==> src/rtl/fc_seq_ctrl_pkg.sv <==
// Shared encodings for the FC sequencing controller: commands, buffer selects,
// FSM state codes and default widths.
package fc_seq_ctrl_pkg;

  localparam int unsigned DefDataW = 32;
  localparam int unsigned DefSizeW = 21;
  localparam int unsigned DefAddrW = 14;
  localparam int unsigned DefIdxW  = 4;

  localparam logic [2:0] CmdIdle  = 3'd0;
  localparam logic [2:0] CmdLoadF = 3'd1;
  localparam logic [2:0] CmdLoadB = 3'd2;
  localparam logic [2:0] CmdLoadW = 3'd3;

  localparam logic [1:0] SelFeat   = 2'd1;
  localparam logic [1:0] SelBias   = 2'd2;
  localparam logic [1:0] SelWeight = 2'd3;

  localparam logic [2:0] StIdle     = 3'd0;
  localparam logic [2:0] StLoad     = 3'd1;
  localparam logic [2:0] StLoadDone = 3'd2;
  localparam logic [2:0] StComp     = 3'd3;
  localparam logic [2:0] StWaitAcc  = 3'd4;
  localparam logic [2:0] StDone     = 3'd5;

  // Reserved command codes behave as idle.
  function automatic logic is_load_cmd(logic [2:0] cmd);
    return (cmd == CmdLoadF) || (cmd == CmdLoadB) || (cmd == CmdLoadW);
  endfunction

endpackage

==> src/rtl/fc_seq_ctrl_if.sv <==
// Stream, buffer-write and MAC-strobe signals between the controller and the
// FC datapath. The datapath side is the master, the controller the slave.
interface fc_seq_ctrl_if #(
  parameter int unsigned ADDR_W = 14
) ();
  logic                s_axis_tvalid;
  logic                s_axis_tlast;
  logic                s_axis_tready;
  logic                buf_we;
  logic [1:0]          buf_sel;
  logic [ADDR_W-1:0]   buf_addr;
  logic                mac_en;
  logic                mac_last;
  logic [ADDR_W-1:0]   f_raddr;
  logic [ADDR_W-1:0]   w_raddr;
  logic                acc_valid;
  logic signed [31:0]  acc_data;

  modport master (
    output s_axis_tvalid, s_axis_tlast, acc_valid, acc_data,
    input  s_axis_tready, buf_we, buf_sel, buf_addr, mac_en, mac_last, f_raddr, w_raddr
  );

  modport slave (
    input  s_axis_tvalid, s_axis_tlast, acc_valid, acc_data,
    output s_axis_tready, buf_we, buf_sel, buf_addr, mac_en, mac_last, f_raddr, w_raddr
  );
endinterface

==> src/rtl/fc_seq_ctrl_argmax.sv <==
// Running signed maximum over row results; ties keep the earlier row index.
module fc_seq_ctrl_argmax #(
  parameter int unsigned IDX_W = 4
) (
  input  logic               clk_i,
  input  logic               rst_ni,
  input  logic               clr_i,
  input  logic               upd_i,
  input  logic               first_i,
  input  logic signed [31:0] data_i,
  input  logic [IDX_W-1:0]   idx_i,
  output logic [IDX_W-1:0]   max_idx_o
);
  logic signed [31:0] max_q;
  logic [IDX_W-1:0]   idx_q;

  // First row always loads; later rows need a strictly larger value.
  always_ff @(posedge clk_i) begin
    if (!rst_ni || clr_i) begin
      max_q <= '0;
      idx_q <= '0;
    end else if (upd_i && (first_i || (data_i > max_q))) begin
      max_q <= data_i;
      idx_q <= idx_i;
    end
  end

  assign max_idx_o = idx_q;
endmodule

==> src/rtl/fc_seq_ctrl.sv <==
// FC layer sequencer: streams load beats into the buffers, then walks the
// MAC array row by row and reports the argmax of the row results.
module fc_seq_ctrl
  import fc_seq_ctrl_pkg::*;
#(
  parameter int unsigned SIZE_W = 21,
  parameter int unsigned ADDR_W = 14,
  parameter int unsigned IDX_W  = 4
) (
  input  logic              clk,
  input  logic              rstn,
  input  logic [2:0]        command,
  input  logic [SIZE_W-1:0] size,
  input  logic              fc_start,
  fc_seq_ctrl_if.slave      bus,
  output logic              F_writedone,
  output logic              B_writedone,
  output logic              W_writedone,
  output logic              FC_DONE,
  output logic [IDX_W-1:0]  MAX_idx,
  output logic              load_err
);
  localparam int unsigned OutMax = 1 << IDX_W;

  logic [2:0]        state_q, state_d, cmd_prev_q;
  logic [1:0]        sel_q, sel_d;
  logic [SIZE_W-1:0] size_q, size_d, cnt_q, cnt_d, feat_len_q, feat_len_d, col_q, col_d;
  logic [IDX_W:0]    out_n_q, out_n_d;
  logic [IDX_W-1:0]  row_q, row_d;
  logic [ADDR_W-1:0] wcnt_q, wcnt_d;
  logic              err_q, err_d, fdone_q, fdone_d, bdone_q, bdone_d, wdone_q, wdone_d;
  logic              fc_done_q, fc_done_d;
  logic              amax_clr, amax_upd;
  logic              tready, we, mac_en, mac_last;
  logic [ADDR_W-1:0] baddr, fra, wra;

  // Next-state and strobe decode for loads and the compute pass.
  always_comb begin
    state_d    = state_q;
    sel_d      = sel_q;
    size_d     = size_q;
    cnt_d      = cnt_q;
    feat_len_d = feat_len_q;
    out_n_d    = out_n_q;
    col_d      = col_q;
    row_d      = row_q;
    wcnt_d     = wcnt_q;
    err_d      = err_q;
    fdone_d    = fdone_q;
    bdone_d    = bdone_q;
    wdone_d    = wdone_q;
    fc_done_d  = fc_done_q;
    amax_clr   = 1'b0;
    amax_upd   = 1'b0;
    tready     = 1'b0;
    we         = 1'b0;
    mac_en     = 1'b0;
    mac_last   = 1'b0;
    baddr      = '0;
    fra        = '0;
    wra        = '0;
    case (state_q)
      StIdle: begin
        if (is_load_cmd(command) && !is_load_cmd(cmd_prev_q)) begin
          sel_d  = command[1:0];
          size_d = size;
          cnt_d  = '0;
          if (command[1:0] == SelFeat)   fdone_d = 1'b0;
          if (command[1:0] == SelBias)   bdone_d = 1'b0;
          if (command[1:0] == SelWeight) wdone_d = 1'b0;
          state_d = (size == '0) ? StLoadDone : StLoad;
        end else if (fc_start) begin
          fc_done_d = 1'b0;
          amax_clr  = 1'b1;
          row_d     = '0;
          col_d     = '0;
          wcnt_d    = '0;
          state_d   = ((feat_len_q == '0) || (out_n_q == '0)) ? StDone : StComp;
        end
      end
      StLoad: begin
        tready = 1'b1;
        baddr  = ADDR_W'(cnt_q);
        if (bus.s_axis_tvalid) begin
          we    = 1'b1;
          cnt_d = cnt_q + SIZE_W'(1);
          if ((cnt_q == size_q - SIZE_W'(1)) || bus.s_axis_tlast) begin
            if (cnt_q != size_q - SIZE_W'(1)) err_d = 1'b1;
            state_d = StLoadDone;
          end
        end
      end
      StLoadDone: begin
        if (sel_q == SelFeat) feat_len_d = cnt_q;
        if (sel_q == SelBias) begin
          out_n_d = (cnt_q >= SIZE_W'(OutMax / 4)) ? (IDX_W+1)'(OutMax) : (IDX_W+1)'(cnt_q << 2);
        end
        if (!is_load_cmd(command)) begin
          if (sel_q == SelFeat)   fdone_d = 1'b0;
          if (sel_q == SelBias)   bdone_d = 1'b0;
          if (sel_q == SelWeight) wdone_d = 1'b0;
          state_d = StIdle;
        end
      end
      StComp: begin
        mac_en = 1'b1;
        fra    = ADDR_W'(col_q);
        wra    = wcnt_q;
        wcnt_d = wcnt_q + ADDR_W'(1);
        if (col_q == feat_len_q - SIZE_W'(1)) begin
          mac_last = 1'b1;
          col_d    = '0;
          state_d  = StWaitAcc;
        end else begin
          col_d = col_q + SIZE_W'(1);
        end
      end
      StWaitAcc: begin
        if (bus.acc_valid) begin
          amax_upd = 1'b1;
          if ({1'b0, row_q} == out_n_q - (IDX_W+1)'(1)) begin
            state_d = StDone;
          end else begin
            row_d   = row_q + IDX_W'(1);
            state_d = StComp;
          end
        end
      end
      StDone: begin
        fc_done_d = 1'b1;
        state_d   = StIdle;
      end
      default: state_d = StIdle;
    endcase
    // Writedone rises on the edge that enters LOAD_DONE.
    if ((state_d == StLoadDone) && (state_q != StLoadDone)) begin
      if (sel_d == SelFeat)   fdone_d = 1'b1;
      if (sel_d == SelBias)   bdone_d = 1'b1;
      if (sel_d == SelWeight) wdone_d = 1'b1;
    end
  end

  // State registers with synchronous active-low reset.
  always_ff @(posedge clk) begin
    if (!rstn) begin
      state_q    <= StIdle;
      cmd_prev_q <= CmdIdle;
      sel_q      <= '0;
      size_q     <= '0;
      cnt_q      <= '0;
      feat_len_q <= '0;
      out_n_q    <= '0;
      col_q      <= '0;
      row_q      <= '0;
      wcnt_q     <= '0;
      err_q      <= 1'b0;
      fdone_q    <= 1'b0;
      bdone_q    <= 1'b0;
      wdone_q    <= 1'b0;
      fc_done_q  <= 1'b0;
    end else begin
      state_q    <= state_d;
      cmd_prev_q <= command;
      sel_q      <= sel_d;
      size_q     <= size_d;
      cnt_q      <= cnt_d;
      feat_len_q <= feat_len_d;
      out_n_q    <= out_n_d;
      col_q      <= col_d;
      row_q      <= row_d;
      wcnt_q     <= wcnt_d;
      err_q      <= err_d;
      fdone_q    <= fdone_d;
      bdone_q    <= bdone_d;
      wdone_q    <= wdone_d;
      fc_done_q  <= fc_done_d;
    end
  end

  fc_seq_ctrl_argmax #(
    .IDX_W (IDX_W)
  ) u_argmax (
    .clk_i     (clk),
    .rst_ni    (rstn),
    .clr_i     (amax_clr),
    .upd_i     (amax_upd),
    .first_i   (row_q == '0),
    .data_i    (bus.acc_data),
    .idx_i     (row_q),
    .max_idx_o (MAX_idx)
  );

  assign bus.s_axis_tready = tready;
  assign bus.buf_we        = we;
  assign bus.buf_sel       = sel_q;
  assign bus.buf_addr      = baddr;
  assign bus.mac_en        = mac_en;
  assign bus.mac_last      = mac_last;
  assign bus.f_raddr       = fra;
  assign bus.w_raddr       = wra;
  assign F_writedone       = fdone_q;
  assign B_writedone       = bdone_q;
  assign W_writedone       = wdone_q;
  assign FC_DONE           = fc_done_q;
  assign load_err          = err_q;
endmodule

==> src/flat_wrapper.sv <==
// flat-port wrapper written by rule: the top's interface ports become plain ports
module fc_seq_ctrl_flat import fc_seq_ctrl_pkg::*;
#(
  parameter int unsigned SIZE_W = 21,
  parameter int unsigned ADDR_W = 14,
  parameter int unsigned IDX_W  = 4
)
  (clk, rstn, command, size, fc_start, F_writedone, B_writedone, W_writedone, FC_DONE, MAX_idx, load_err, bus_s_axis_tvalid, bus_s_axis_tlast, bus_acc_valid, bus_acc_data, bus_s_axis_tready, bus_buf_we, bus_buf_sel, bus_buf_addr, bus_mac_en, bus_mac_last, bus_f_raddr, bus_w_raddr);
  fc_seq_ctrl_if #(.ADDR_W(ADDR_W)) bus_i ();
  input  logic clk;
  input  logic rstn;
  input  logic [2:0] command;
  input  logic [SIZE_W-1:0] size;
  input  logic fc_start;
  output logic F_writedone;
  output logic B_writedone;
  output logic W_writedone;
  output logic FC_DONE;
  output logic [IDX_W-1:0] MAX_idx;
  output logic load_err;
  input wire logic [$bits(bus_i.s_axis_tvalid)-1:0] bus_s_axis_tvalid;
  input wire logic [$bits(bus_i.s_axis_tlast)-1:0] bus_s_axis_tlast;
  input wire logic [$bits(bus_i.acc_valid)-1:0] bus_acc_valid;
  input wire logic [$bits(bus_i.acc_data)-1:0] bus_acc_data;
  output wire logic [$bits(bus_i.s_axis_tready)-1:0] bus_s_axis_tready;
  output wire logic [$bits(bus_i.buf_we)-1:0] bus_buf_we;
  output wire logic [$bits(bus_i.buf_sel)-1:0] bus_buf_sel;
  output wire logic [$bits(bus_i.buf_addr)-1:0] bus_buf_addr;
  output wire logic [$bits(bus_i.mac_en)-1:0] bus_mac_en;
  output wire logic [$bits(bus_i.mac_last)-1:0] bus_mac_last;
  output wire logic [$bits(bus_i.f_raddr)-1:0] bus_f_raddr;
  output wire logic [$bits(bus_i.w_raddr)-1:0] bus_w_raddr;
  assign bus_i.s_axis_tvalid = bus_s_axis_tvalid;
  assign bus_i.s_axis_tlast = bus_s_axis_tlast;
  assign bus_i.acc_valid = bus_acc_valid;
  assign bus_i.acc_data = bus_acc_data;
  assign bus_s_axis_tready = bus_i.s_axis_tready;
  assign bus_buf_we = bus_i.buf_we;
  assign bus_buf_sel = bus_i.buf_sel;
  assign bus_buf_addr = bus_i.buf_addr;
  assign bus_mac_en = bus_i.mac_en;
  assign bus_mac_last = bus_i.mac_last;
  assign bus_f_raddr = bus_i.f_raddr;
  assign bus_w_raddr = bus_i.w_raddr;
  fc_seq_ctrl #(.SIZE_W(SIZE_W), .ADDR_W(ADDR_W), .IDX_W(IDX_W)) u_core (.clk(clk), .rstn(rstn), .command(command), .size(size), .fc_start(fc_start), .bus(bus_i), .F_writedone(F_writedone), .B_writedone(B_writedone), .W_writedone(W_writedone), .FC_DONE(FC_DONE), .MAX_idx(MAX_idx), .load_err(load_err));
endmodule
==> config.mk <==
export PLATFORM = sky130hd
export DESIGN_NAME = fc_seq_ctrl_flat
export DESIGN_NICKNAME = d
export VERILOG_FILES = /design/src/rtl/fc_seq_ctrl_pkg.sv /design/src/rtl/fc_seq_ctrl_if.sv /design/src/rtl/fc_seq_ctrl_argmax.sv /design/src/rtl/fc_seq_ctrl.sv /design/src/flat_wrapper.sv
export SDC_FILE = /design/constraint.sdc
export NUM_CORES = 1
export LEC_CHECK = 0
export ABC_AREA = 0
export BUFFER_PORTS_ARGS = -buffer_cell sky130_fd_sc_hd__buf_2
export CORE_ASPECT_RATIO = 0.5
export CORE_MARGIN = 5
export CORE_UTILIZATION = 59
export DETAILED_ROUTE_END_ITERATION = 7
export PLACE_DENSITY = 0.85
export SLEW_MARGIN = 0
export SYNTH_ARGS = -nofsm -noshare
export SYNTH_HDL_FRONTEND = slang
export SYNTH_SLANG_ARGS = --single-unit
==> constraint.sdc <==
create_clock -name clk -period 4.5 [get_ports clk]
set_input_delay 0.9 -clock clk [delete_from_list [all_inputs] [get_ports clk]]
set_output_delay 0.9 -clock clk [all_outputs]
set_load 0.02 [all_outputs]
==> results by group <==
Detailed routing
  – Max Used Layer: met4
  – WL/cell: 16.0 um
  – Vias per inst: 5.85
  – First-pass DRT Iterations: 7
  – DR WL met2: 10,700 um
  – Routed Antenna Nets: 0
  – Residual DRC: 0
  – Wl on met1: 10,400 um
  – Metal3 WL: 1350 um
  – Via Count: 8,334
  – Post-Route WL: 22,800 um
  – Iter 0 DRT Violations: 624

Yosys
  – Syn. warnings: 0
  – Adder-Cell Fraction of Synth Area: 0.0583
  – Unique masters post-synth: 73
  – Post-synth top area cell: dfxtp_1
  – Cells after Synth: 1,129
  – Synth Area in XOR/XNOR: 0.0895
  – Seq/Total Area, Yosys: 0.342
  – Syn Nets: 1,233
  – Mux contribution to synthesized area: 0.0481
  – Area contributors post-synth: dfxtp_1 (34%), ha_1 (5.8%), nand2_1 (5.6%)
  – Mapped cell area: 9010 um2
  – Compound-gate portion of the synthesized area: 0.126
  – Top-area cell type share of the netlist area: 0.342
  – Syn_area_per_cell: 7.98 um2
  – Simple-gate share of the synthesized area: 0.284
  – Post-synth EDFFs: 0
  – Main flop type after synthesis: dfxtp_1
  – Largest family of logic cells by synthesized area: simple AND/OR/NAND/NOR gates
  – Yosys reg bits: 154
  – Ys async rst share: 0

Run
  – Max-Cap Viols: 0

Pwr
  – Total power: 3.41 mW
  – Pwr dens: 331 nW/um2
  – Comb power frac: 0.140
  – IR drop worst, VDD: 0.000270 V
  – Internal Power: 2.48 mW
  – NetSw: 0.930 mW
  – Switching Share: 0.273
  – Seq pwr share: 0.421
  – Clock Power Share: 0.439
  – Leakage: 4.37 nW

Global route
  – First-pass GRT wire length: 37,400 um
  – Vias in the first global route: 7,792
  – Initial antenna violation count: 0
  – Largest net degree at the start of global routing: 60
  – GRT Total Usage: 0.247
  – Final global-route overflow total: 0

Critical path
  – Worst Path Max Fanout: 8
  – Crit path buf inv count: 3
  – Family with the most delay on the worst path: simple AND/OR/NAND/NOR gates
  – Crit Path Category: register to primary output
  – Crit path largest cell delay: 0.56 ns
  – Worst Setup Start Kind: register
  – CP endpoint kind: primary output
  – Worst path slowest cell: or4b_1
  – Critical path arrival: 3.18 ns
  – Crit path cell chain: inv_1 > ha_1 > nor4b_4 > nand4_2 > or4b_1 > xnor2_1 > nand4_2 > nor2_1 > nand2_1 > inv_1 > buf_2
  – Required @ worst endpoint: 3.60 ns

Floorplan
  – Die W: 185 um
  – Die height: 97.4 um
  – Starting Density: 0.613
  – FP Rows: 31
  – Core area: 14,700 um2
  – Die ar.: 18,000 um2
  – I/O pin cnt: 119

Timing
  – Setup TNS Final: 0 ns
  – Slew at the pin closest to its max-slew limit: 1.11 ns
  – # setup viols final: 0
  – Final min period: 4.08 ns
  – Final Hold Vio Count: 0
  – Final Slew Violations: 0
  – Max-Slew Margin vs Limit: 0.260
  – Max Fclk: 245 MHz
  – Fin crit share: 0.908
  – Setup Skew: 0.00911 ns
  – Unrepaired setup endpoints after global routing: no

Clocking
  – Post-CTS resize count: 0
  – Clock transition at path regs: 0.07 ns
  – CTS tree: yes
  – Hold_buf cts: 0
  – Clk_lat worst skew: 0.43 ns
  – CTS Root Cell: clkbuf_16
  – Setup bufs post-CTS: 0
  – CTS max path bufs: 2
  – Clk sink count: 154
  – CTS H-Tree Depth: 4
  – Total CTS buffers: 17

Finish
  – ANT cells: 0
  – Design area: 10,300 um2
  – Most frequent cells in the layout: dfxtp_1 (154), nand2_1 (135), nor2_1 (133), buf_2 (118), a21oi_1 (79)
  – Layout cell share with drive strength beyond 1: 0.148
  – Fin nets: 1,317
  – Utilization after layout: 0.699
  – Commonest non-fill, non-tap cell in the layout: dfxtp_1
  – Area Growth Syn to Fin: 14.2%

Placed design
  – Dpl cell area: 9670 um2
  – Placer congestion estimate: 0.906
  – DP Wirelength: 16,500 um
  – PortBufs: 118

Hold path
  – Hold crit path type: register to register

Status
  – Status: finished clean
## cell families after synthesis
group | after synthesis
muxes | 43
buffers and inverters | 115
and+or+nand+nor | 504
AOI/OAI and AO/OA | 179
xor gates and xnor gates | 92
DFF | 154
adders and majority gates | 42
## per-stage QoR
| stage | hold WS [ns] | cells | worst slack [ns] |
|---|---|---|---|
| after floorplan | 0.446 | 1129 | 0.919 |
| after global placement | 0.454 | 1392 | 0.820 |
| after detailed placement | 0.476 | 1392 | 0.714 |
| after CTS | 0.487 | 1424 | 0.406 |
| after global routing | 0.505 | 1424 | 0.218 |
| final | 0.485 | 1424 | 0.416 |
## synth_stat cells, types with 3 or more instances
library cell,count
clkbuf_1,51
a2111oi_0,4
and2_1,48
ha_1,42
nor2b_1,6
nor3_1,21
nand3b_1,7
buf_2,5
nand3_1,25
xor2_1,52
a31oi_1,5
nand4b_1,4
o211ai_1,6
inv_1,52
nand2_1,135
o21ai_0,25
or3_1,16
nor2_1,133
nor4_1,24
nand4_1,28
or2_2,3
a22oi_1,5
a21oi_1,79
mux2i_1,41
dfxtp_1,154
nand2b_1,9
and3_1,19
nor3b_1,8
a211oi_1,4
or4b_1,3
xnor2_1,40
a21o_1,12
o21a_1,7
## power by group through the flow
stage                     Sequential (mW)  Combinational, mW  Clock [mW]
final                                1.44              0.477        1.49
after global routing                 1.44              0.521        1.58
after detailed placement             1.46              0.464           0
after floorplan                      1.45              0.344           0
after CTS                            1.43              0.472        1.51
after global placement               1.46              0.447           0
## per-layer routing
layer	GRT usage	up-vias
met4	0.0699	0
met1	0.335	3998
met5	0	-
li1	-	4056
met2	0.407	250
met3	0.0441	30
## cell type report
type | instances | area [um2]
clock buffer | 20 | 447
clock inverter | 12 | 164
timing repair buffer | 127 | 671
fill | 1180 | 4420
multi-input combinational | 860 | 5470
tap | 198 | 248
inverter | 53 | 199
sequential | 154 | 3080
## path summary, 6_finish.rpt
kind / startpoint / end / slack [ns] / cells after the start
worst max-delay path: u_core.feat_len_q[0] / bus_mac_last / 0.42 / 11
worst min-delay path: u_core.FC_DONE / u_core.FC_DONE / 0.48 / 2
worst max register to register: u_core.size_q[0] / u_core.W_writedone / 0.93 / 12
worst min register to register: u_core.FC_DONE / u_core.FC_DONE / 0.48 / 2
## flip-flops by register name, indices dropped and copies added, names as in the netlist
register	count
u_core.B_writedone	1
u_core.FC_DONE	1
u_core.F_writedone	1
u_core.W_writedone	1
u_core.bus.buf_sel	2
u_core.cmd_prev_q	3
u_core.cnt_q	21
u_core.col_q	21
u_core.feat_len_q	21
u_core.load_err	1
u_core.out_n_q	3
u_core.row_q	4
u_core.size_q	21
u_core.state_q	3
u_core.u_argmax.max_idx_o	4
u_core.u_argmax.max_q	32
u_core.wcnt_q	14
## tightest hold or removal path, cell delays in order, from the launching register on
cell	delay (ns)
dfxtp_1	0.31
nand2b_1	0.06
a21oi_1	0.06
Power figures use the tool's default switching activity.
